File: config.mk
export PLATFORM = sky130hd
export DESIGN_NAME = ex_muldiv
export DESIGN_NICKNAME = d
export VERILOG_FILES = /design/src/rtl/ex_muldiv.sv
export SDC_FILE = /design/constraint.sdc
export NUM_CORES = 1
export LEC_CHECK = 0
export ABC_AREA = 1
export CELL_PAD_IN_SITES_DETAIL_PLACEMENT = 0
export CELL_PAD_IN_SITES_GLOBAL_PLACEMENT = 1
export CORE_MARGIN = 2
export CORE_UTILIZATION = 46
export CTS_CLUSTER_DIAMETER = 200
export DETAILED_ROUTE_END_ITERATION = 7
export PLACE_DENSITY = 0.95
export SKIP_CTS_REPAIR_TIMING = 1
export SYNTH_ARGS = -nofsm -noshare
export SYNTH_HDL_FRONTEND = slang
export SYNTH_SLANG_ARGS = --single-unit
File: constraint.sdc
create_clock -name clk -period 13.9 [get_ports clk]
set_input_delay 2.085 -clock clk [delete_from_list [all_inputs] [get_ports clk]]
set_output_delay 2.085 -clock clk [all_outputs]
set_load 0.01 [all_outputs]
File: src/rtl/ex_muldiv.sv
// rtl/ex_muldiv.sv - EX-stage RV32M iterative multiply/divide unit; FAST_MUL_EN selects single-cycle multiply
module ex_muldiv #(
    parameter int XLEN = 32
) (
    input  logic            clk,
    input  logic            rst,
    input  logic            i_start,
    input  logic [2:0]      i_op,
    input  logic [XLEN-1:0] i_rs1_data,
    input  logic [XLEN-1:0] i_rs2_data,
    input  logic [4:0]      i_rd_index,
    input  logic            i_flush,
    input  logic            i_hold,
    output logic            o_stall,
    output logic            o_done,
    output logic [XLEN-1:0] o_result,
    output logic [4:0]      o_rd_index
);

    localparam logic [2:0] OP_MUL   = 3'd0;
    localparam logic [2:0] OP_MULH  = 3'd1;
    localparam logic [2:0] OP_MULHU = 3'd3;

    typedef enum logic [1:0] {IDLE, BUSY, DONE} state_t;

    state_t      state, state_next;
    logic [5:0]  cnt;
    logic [2:0]  op_q;
    logic        a_neg_q, b_neg_q;
    logic [31:0] opnd;       // multiplicand for multiply, divisor for divide
    logic [63:0] acc;        // multiply: {partial high, multiplier}; divide: {remainder, dividend/quotient}
    logic [4:0]  rd_q;
    logic [31:0] res_q;
    logic [4:0]  rd_out;

    logic        a_signed, b_signed, a_neg, b_neg;
    logic [31:0] a_mag, b_mag;
    logic        div_zero, div_ovf, fast_mul, is_fast;
    logic [31:0] fast_val, fast_mul_val;
`ifdef FAST_MUL_EN
    logic signed [63:0] fast_a, fast_b, fast_prod;
`endif

    // Operand decode: signedness per op, magnitudes, and the single-cycle special cases
    always_comb begin
        a_signed = i_op[2] ? !i_op[0] : (i_op != OP_MULHU);
        b_signed = i_op[2] ? !i_op[0] : (i_op == OP_MUL || i_op == OP_MULH);
        a_neg    = a_signed & i_rs1_data[31];
        b_neg    = b_signed & i_rs2_data[31];
        a_mag    = a_neg ? -i_rs1_data : i_rs1_data;
        b_mag    = b_neg ? -i_rs2_data : i_rs2_data;
        div_zero = i_op[2] && (i_rs2_data == 32'd0);
        div_ovf  = i_op[2] && !i_op[0] && (i_rs1_data == 32'h8000_0000) && (i_rs2_data == 32'hFFFF_FFFF);
`ifdef FAST_MUL_EN
        fast_a       = {{32{a_signed & i_rs1_data[31]}}, i_rs1_data};
        fast_b       = {{32{b_signed & i_rs2_data[31]}}, i_rs2_data};
        fast_prod    = fast_a * fast_b;
        fast_mul     = !i_op[2];
        fast_mul_val = (i_op == OP_MUL) ? fast_prod[31:0] : fast_prod[63:32];
`else
        fast_mul     = 1'b0;
        fast_mul_val = 32'd0;
`endif
        is_fast = div_zero || div_ovf || fast_mul;
        if (div_zero) begin
            fast_val = i_op[1] ? i_rs1_data : 32'hFFFF_FFFF;
        end else if (div_ovf) begin
            fast_val = i_op[1] ? 32'd0 : 32'h8000_0000;
        end else begin
            fast_val = fast_mul_val;
        end
    end

    logic [32:0] mul_sum, div_shift, div_trial;
    logic [63:0] step, prod;
    logic [31:0] quot, rem, final_val;

    // One radix-2 step plus the sign-corrected result used on the last step
    always_comb begin
        mul_sum   = {1'b0, acc[63:32]} + (acc[0] ? {1'b0, opnd} : 33'd0);
        div_shift = acc[63:31];
        div_trial = div_shift - {1'b0, opnd};
        if (op_q[2]) begin
            step = div_trial[32] ? {div_shift[31:0], acc[30:0], 1'b0}
                                 : {div_trial[31:0], acc[30:0], 1'b1};
        end else begin
            step = {mul_sum, acc[31:1]};
        end
        prod = (a_neg_q ^ b_neg_q) ? -step : step;
        quot = (a_neg_q ^ b_neg_q) ? -step[31:0] : step[31:0];
        rem  = a_neg_q ? -step[63:32] : step[63:32];
        if (op_q[2]) begin
            final_val = op_q[1] ? rem : quot;
        end else begin
            final_val = (op_q == OP_MUL) ? prod[31:0] : prod[63:32];
        end
    end

    // State register
    always_ff @(posedge clk or posedge rst) begin
        if (rst) begin
            state <= IDLE;
        end else begin
            state <= state_next;
        end
    end

    // Next-state logic and handshake outputs; flush overrides everything
    always_comb begin
        state_next = state;
        case (state)
            IDLE:    if (i_start) state_next = is_fast ? DONE : BUSY;
            BUSY:    if (cnt == 6'd31) state_next = DONE;
            DONE:    if (!i_hold) state_next = IDLE;
            default: state_next = IDLE;
        endcase
        if (i_flush) begin
            state_next = IDLE;
        end
        o_stall = !rst && (((state == IDLE) && i_start && !is_fast) || (state == BUSY));
        o_done  = (state == DONE);
    end

    // Datapath: capture on start, iterate while busy, register result only on DONE entry
    always_ff @(posedge clk or posedge rst) begin
        if (rst) begin
            cnt     <= 6'd0;
            op_q    <= 3'd0;
            a_neg_q <= 1'b0;
            b_neg_q <= 1'b0;
            opnd    <= 32'd0;
            acc     <= 64'd0;
            rd_q    <= 5'd0;
            res_q   <= 32'd0;
            rd_out  <= 5'd0;
        end else if (!i_flush) begin
            if ((state == IDLE) && i_start) begin
                op_q    <= i_op;
                a_neg_q <= a_neg;
                b_neg_q <= b_neg;
                opnd    <= i_op[2] ? b_mag : a_mag;
                acc     <= {32'd0, i_op[2] ? a_mag : b_mag};
                cnt     <= 6'd0;
                rd_q    <= i_rd_index;
                if (is_fast) begin
                    res_q  <= fast_val;
                    rd_out <= i_rd_index;
                end
            end else if (state == BUSY) begin
                acc <= step;
                cnt <= cnt + 6'd1;
                if (cnt == 6'd31) begin
                    res_q  <= final_val;
                    rd_out <= rd_q;
                end
            end
        end
    end

    assign o_result   = res_q;
    assign o_rd_index = rd_out;

endmodule

* Word level (Yosys, flattened, before mapping) *
Index checks and enable logic that the tools add are counted.

cells by class
  add/sub/neg operators = 8
  multipliers = 0
  divide/modulo/power cells = 0
  order comparisons = 0
  equal/unequal tests = 11
  shift operators = 0
  muxes and demuxes = 37
  bitwise operators = 4
  reduce and logical (&&, ||, !) cells = 23

operators by type and width
  operator              number
  $mux 32               18
  $mux 64               5
  $neg 32->32           4
  $eq 32x32->1 const B  2
  $neg 64->64           1
  $add 32x32->33        1
  $sub 33x32->33        1
  $logic_not 32->1      1
  $mux 5                4
  $mux 6                2
  $mux 2                5
  $ne 3x3->1 const B    3
  $logic_and 1x1->1     7
  $add 6x1->6 const B   1
  $eq 6x5->1 const B    1
  $logic_not 3->1       2
  $pmux 2 s3            1
  $reduce_and 2->1      2
  $reduce_and 4->1      1
  $reduce_bool 2->1     2
  $eq 3x1->1 const B    1
  $logic_not 1->1       3
  $logic_or 1x1->1      3
  $ne 3x2->1 const B    1
  9 further kinds       11

storage, ports and cells
  bits in registers = 151
  latch bits = 0
  memory bits (writable) = 0
  memory bits (read-only) = 0
  output and inout port bits = 39
  logic and storage cells = 93
  memories kept = 0

* Longest topological paths before layout *
  word-level depth = 10
  gate-level depth with buffers = 35
  gate-level depth less buffers = 35

* Least setup slack after synthesis *
No wires, ideal clock.

  path kind = input-to-output
  start point = input i_rs2_data[0]
  end point = output o_stall
  arrival time = 3.492 ns
  data required time = 11.815 ns
  path slack = 8.323 ns
  cell stages on the path = 13
  path buffers = 0
  path through = inv_1 > ha_1 > inv_1 > nor3_1 > nand3_1 > nor3_2 > nand4_1 > nor4_1 > nand2_1 > nand2_1 > inv_1 > nand2_1 > a21oi_1

on the way
  longest elaborated chain between the ends = 7

ends and longest elaborated chain
  element                                           line    source
  start, declared                                   10      input logic [XLEN-1:0] i_rs2_data,
  $eq 32x32->1 or $logic_not 32->1 (tied branches)  53, 52
  $logic_and 1x1->1 (on tied branches)              53, 52
  $logic_or 1x1->1 *                                64      is_fast = div_zero || div_ovf || fast_mul;
  $logic_not 1->1 *                                 120     o_stall = !rst && (((state == IDLE) && i_start && !is_fast) || (state == BUSY));
  $logic_and 1x1->1 *                               120
  $logic_or 1x1->1 *                                120
  $logic_and 1x1->1 *                               120
  end, declared                                     14      output logic o_stall,

Mark *: on every way between the ends. The rest lies on a longest branch, timed or not.

* Final worst setup path *
Ends and elaborated chain as after synthesis.

==> results_dict.tcl <==
set metrics [dict create \
    synth_area_per_cell_um2 5.823 \
    setup-tns-final_ns 0 \
    tightest_slew_ns 1.098 \
    status "complete, no violations" \
    synth-seq-cells 151 \
    wl_um 85350 \
    arrival_ns 5.20 \
    period_minus_slack_ns 7.280 \
    ff2ff_setup_slack_ns 8.65 \
    crit_required_ns 11.81 \
    die-area_um2 41360 \
    insertion_delay_ns 0.48 \
    hold_violations 0 \
    min_path_type "flop to flop" \
    drt_iter0_drc 2600 \
    placedCellCount 3698 \
    clock_skew_ns 0.01537 \
    dpl-instance-area_um2 19830 \
    vias_per_cell 5.833 \
    syn_inst 3140 \
    wl_per_cell_um 22.88 \
    slew_headroom_pct 26.69 \
    dpl.hpwl_um 68370 \
    max_freq_mhz 137.4 \
    slew_violations 0 \
    vias 21760 \
    ys.flop_type "dfrtp_1" \
    async_reset_ff_share_pct 100.0 \
    synth-seq-area-share_pct 20.67 \
    yosysUniqueCellTypes 56 \
    grt_pass1_vias 20530 \
    initial_utilization_pct 46.34 \
    setup_violations 0 \
    cts_root_buffer "clkbuf_16" \
    clockBufferDepth 2 \
    io_pins 116 \
    cp_max_fo 4 \
    stdcell_count 3730 \
    worst-setup-path-type "primary input to output port" \
    end_kind "output port" \
    drive_above_1_share_pct 5.367 \
    grt-ovfl-total 0 \
    die_height_um 203.4 \
    cp-start-kind "primary input" \
    synth_area_um2 18290 \
    final_common_cell "nand2_1" \
    cap_violations 0 \
    clock_sinks 151 \
    fin_nets 3341 \
    num_antenna_cells 0 \
    firstDrtPassIters 8 \
    area_growth_pct 11.75 \
    track_usage_pct 41.05 \
    die_w_um 203.4 \
    path_clk_slew_ns 0.07 \
    grt_max_degree 99 \
    gp_congestion 1.128 \
    rsz0062_at_grt "false" \
    coreArea_um2 39460 \
    final_cell_area_um2 20430 \
    grt_pass1_wl_um 126400 \
    fill_cells 4226 \
    synth-edff-count 0 \
    postRouteAntennaNets 0 \
    min_period_over_period_pct 52.38 \
    pre_cts_slack_ns 6.659 \
    yosys_warnings 0 \
    cts_tree "built" \
    num_rows 73 \
    antenna_found_initial 1 \
    fin_ws_ns 6.620 \
    io_buffers 115 \
    drc 0 \
    most-common-layout-cells "984 x nand2_1, 462 x inv_1, 279 x nor2_1" \
    synth_nets 3289 \
    h-tree-depth 4 \
    cts_buffers 17 \
]
through the flow:
stage          hold slack (ns)  utilization, %
2_1_floorplan           0.4337               -
3_3_place_gp            0.4506           50.26
3_5_place_dp            0.4642           50.26
4_1_cts                 0.4840           51.79
5_1_grt                 0.5060           51.79
6_report                0.4796           51.79
synth_stat cells, types with 4 or more instances:
library cell  count  area [um^2]
xnor2_1          19        166.4
nand2_4           4        45.04
o21ai_1          14        70.07
a211oi_1          4        30.03
or2_2            17        106.4
xor2_1           97        849.6
nor2_2           22        137.6
clkbuf_1         77        289.0
o22ai_1          36        225.2
nor2_1          282         1059
nand3b_1         21        157.7
buf_2            17        85.08
nand3_2           6        60.06
o21ai_2           4        35.03
a22oi_1          32        240.2
nand2_2          34        212.7
nand4_1          39        244.0
ha_1             70        875.8
a21oi_1         140        700.7
inv_2             8        30.03
o211ai_1         21        157.7
o21ai_0         184        920.9
o221ai_1         25        219.0
o21a_1            6        45.04
nand2_1         984         3694
a221o_1           8        80.08
inv_1           464         1742
dfrtp_1         151         3779
nand3_1         243         1216
nor4_1            9        56.30
buf_1             7        26.28
nor3_1           36        180.2
a21o_1            5        37.54
o21bai_1          8        60.06
a31oi_1          12        75.07
registers in the layout, indices dropped and copies added (netlist names):
signal,flops
opnd,32
acc,64
rd_q,5
b_neg_q,1
o_result,32
o_rd_index,5
op_q,3
a_neg_q,1
cnt,6
state,2
critical path: stages:
cell and delay, ns:
clkdlybuf4s50_1 0.51, inv_1 0.14, ha_1 0.15, inv_1 0.05
nor3_1 0.21, nand3_1 0.15, nor3_2 0.27, nand4_1 0.21
nor4_1 0.39, nand2_1 0.17, nand2_1 0.16, inv_1 0.07
nand2_1 0.08, a21oi_1 0.08, clkdlybuf4s50_1 0.48
routing by layer:
metal	wire length [um]	GRT usage, %
met1	32900	48.76
met2	38840	67.84
met3	6583	6.344
met4	7016	29.22
met5	13	0
worst paths after layout:
check / startpoint / end / cells past startpoint
setup / recovery: i_rs2_data[0] / o_stall / 15
hold / removal: o_result[19] / o_result[19] / 2
setup reg to reg: opnd[25] / o_result[14] / 26
hold reg to reg: o_result[19] / o_result[19] / 2
max in group asynchronous: rst / op_q[2] / 3
min in group asynchronous: rst / o_rd_index[3] / 2
logic make-up (layout without fill, tap and decap cells):
kind of cell | count (synthesis) | after routing | synth area share, %
AOI/OAI and AO/OA | 509 | 509 | 16.33
xor gates and xnor gates | 116 | 116 | 5.556
adders and majority gates | 72 | 72 | 5.009
buffers and inverters | 582 | 647 | 12.36
DFF | 151 | 151 | 20.67
and+or+nand+nor | 1710 | 1710 | 40.08
final cells by class:
| type | count | area (um^2) | share of cell area (%) |
|---|---|---|---|
| Inverter | 475 | 1788 | 8.750 |
| Clock buffer | 17 | 425.4 | 2.082 |
| Clock inverter | 15 | 177.7 | 0.8695 |
| Tap cell | 525 | 656.9 | 3.215 |
| Timing Repair Buffer | 140 | 1339 | 6.552 |
| Multi-Input combinational cell | 2407 | 12260 | 60.01 |
| Sequential cell | 151 | 3784 | 18.52 |
Power is left out: the tool's default activity adds up to more than one toggle a clock period on the data nets, which glitch-free logic cannot reach.
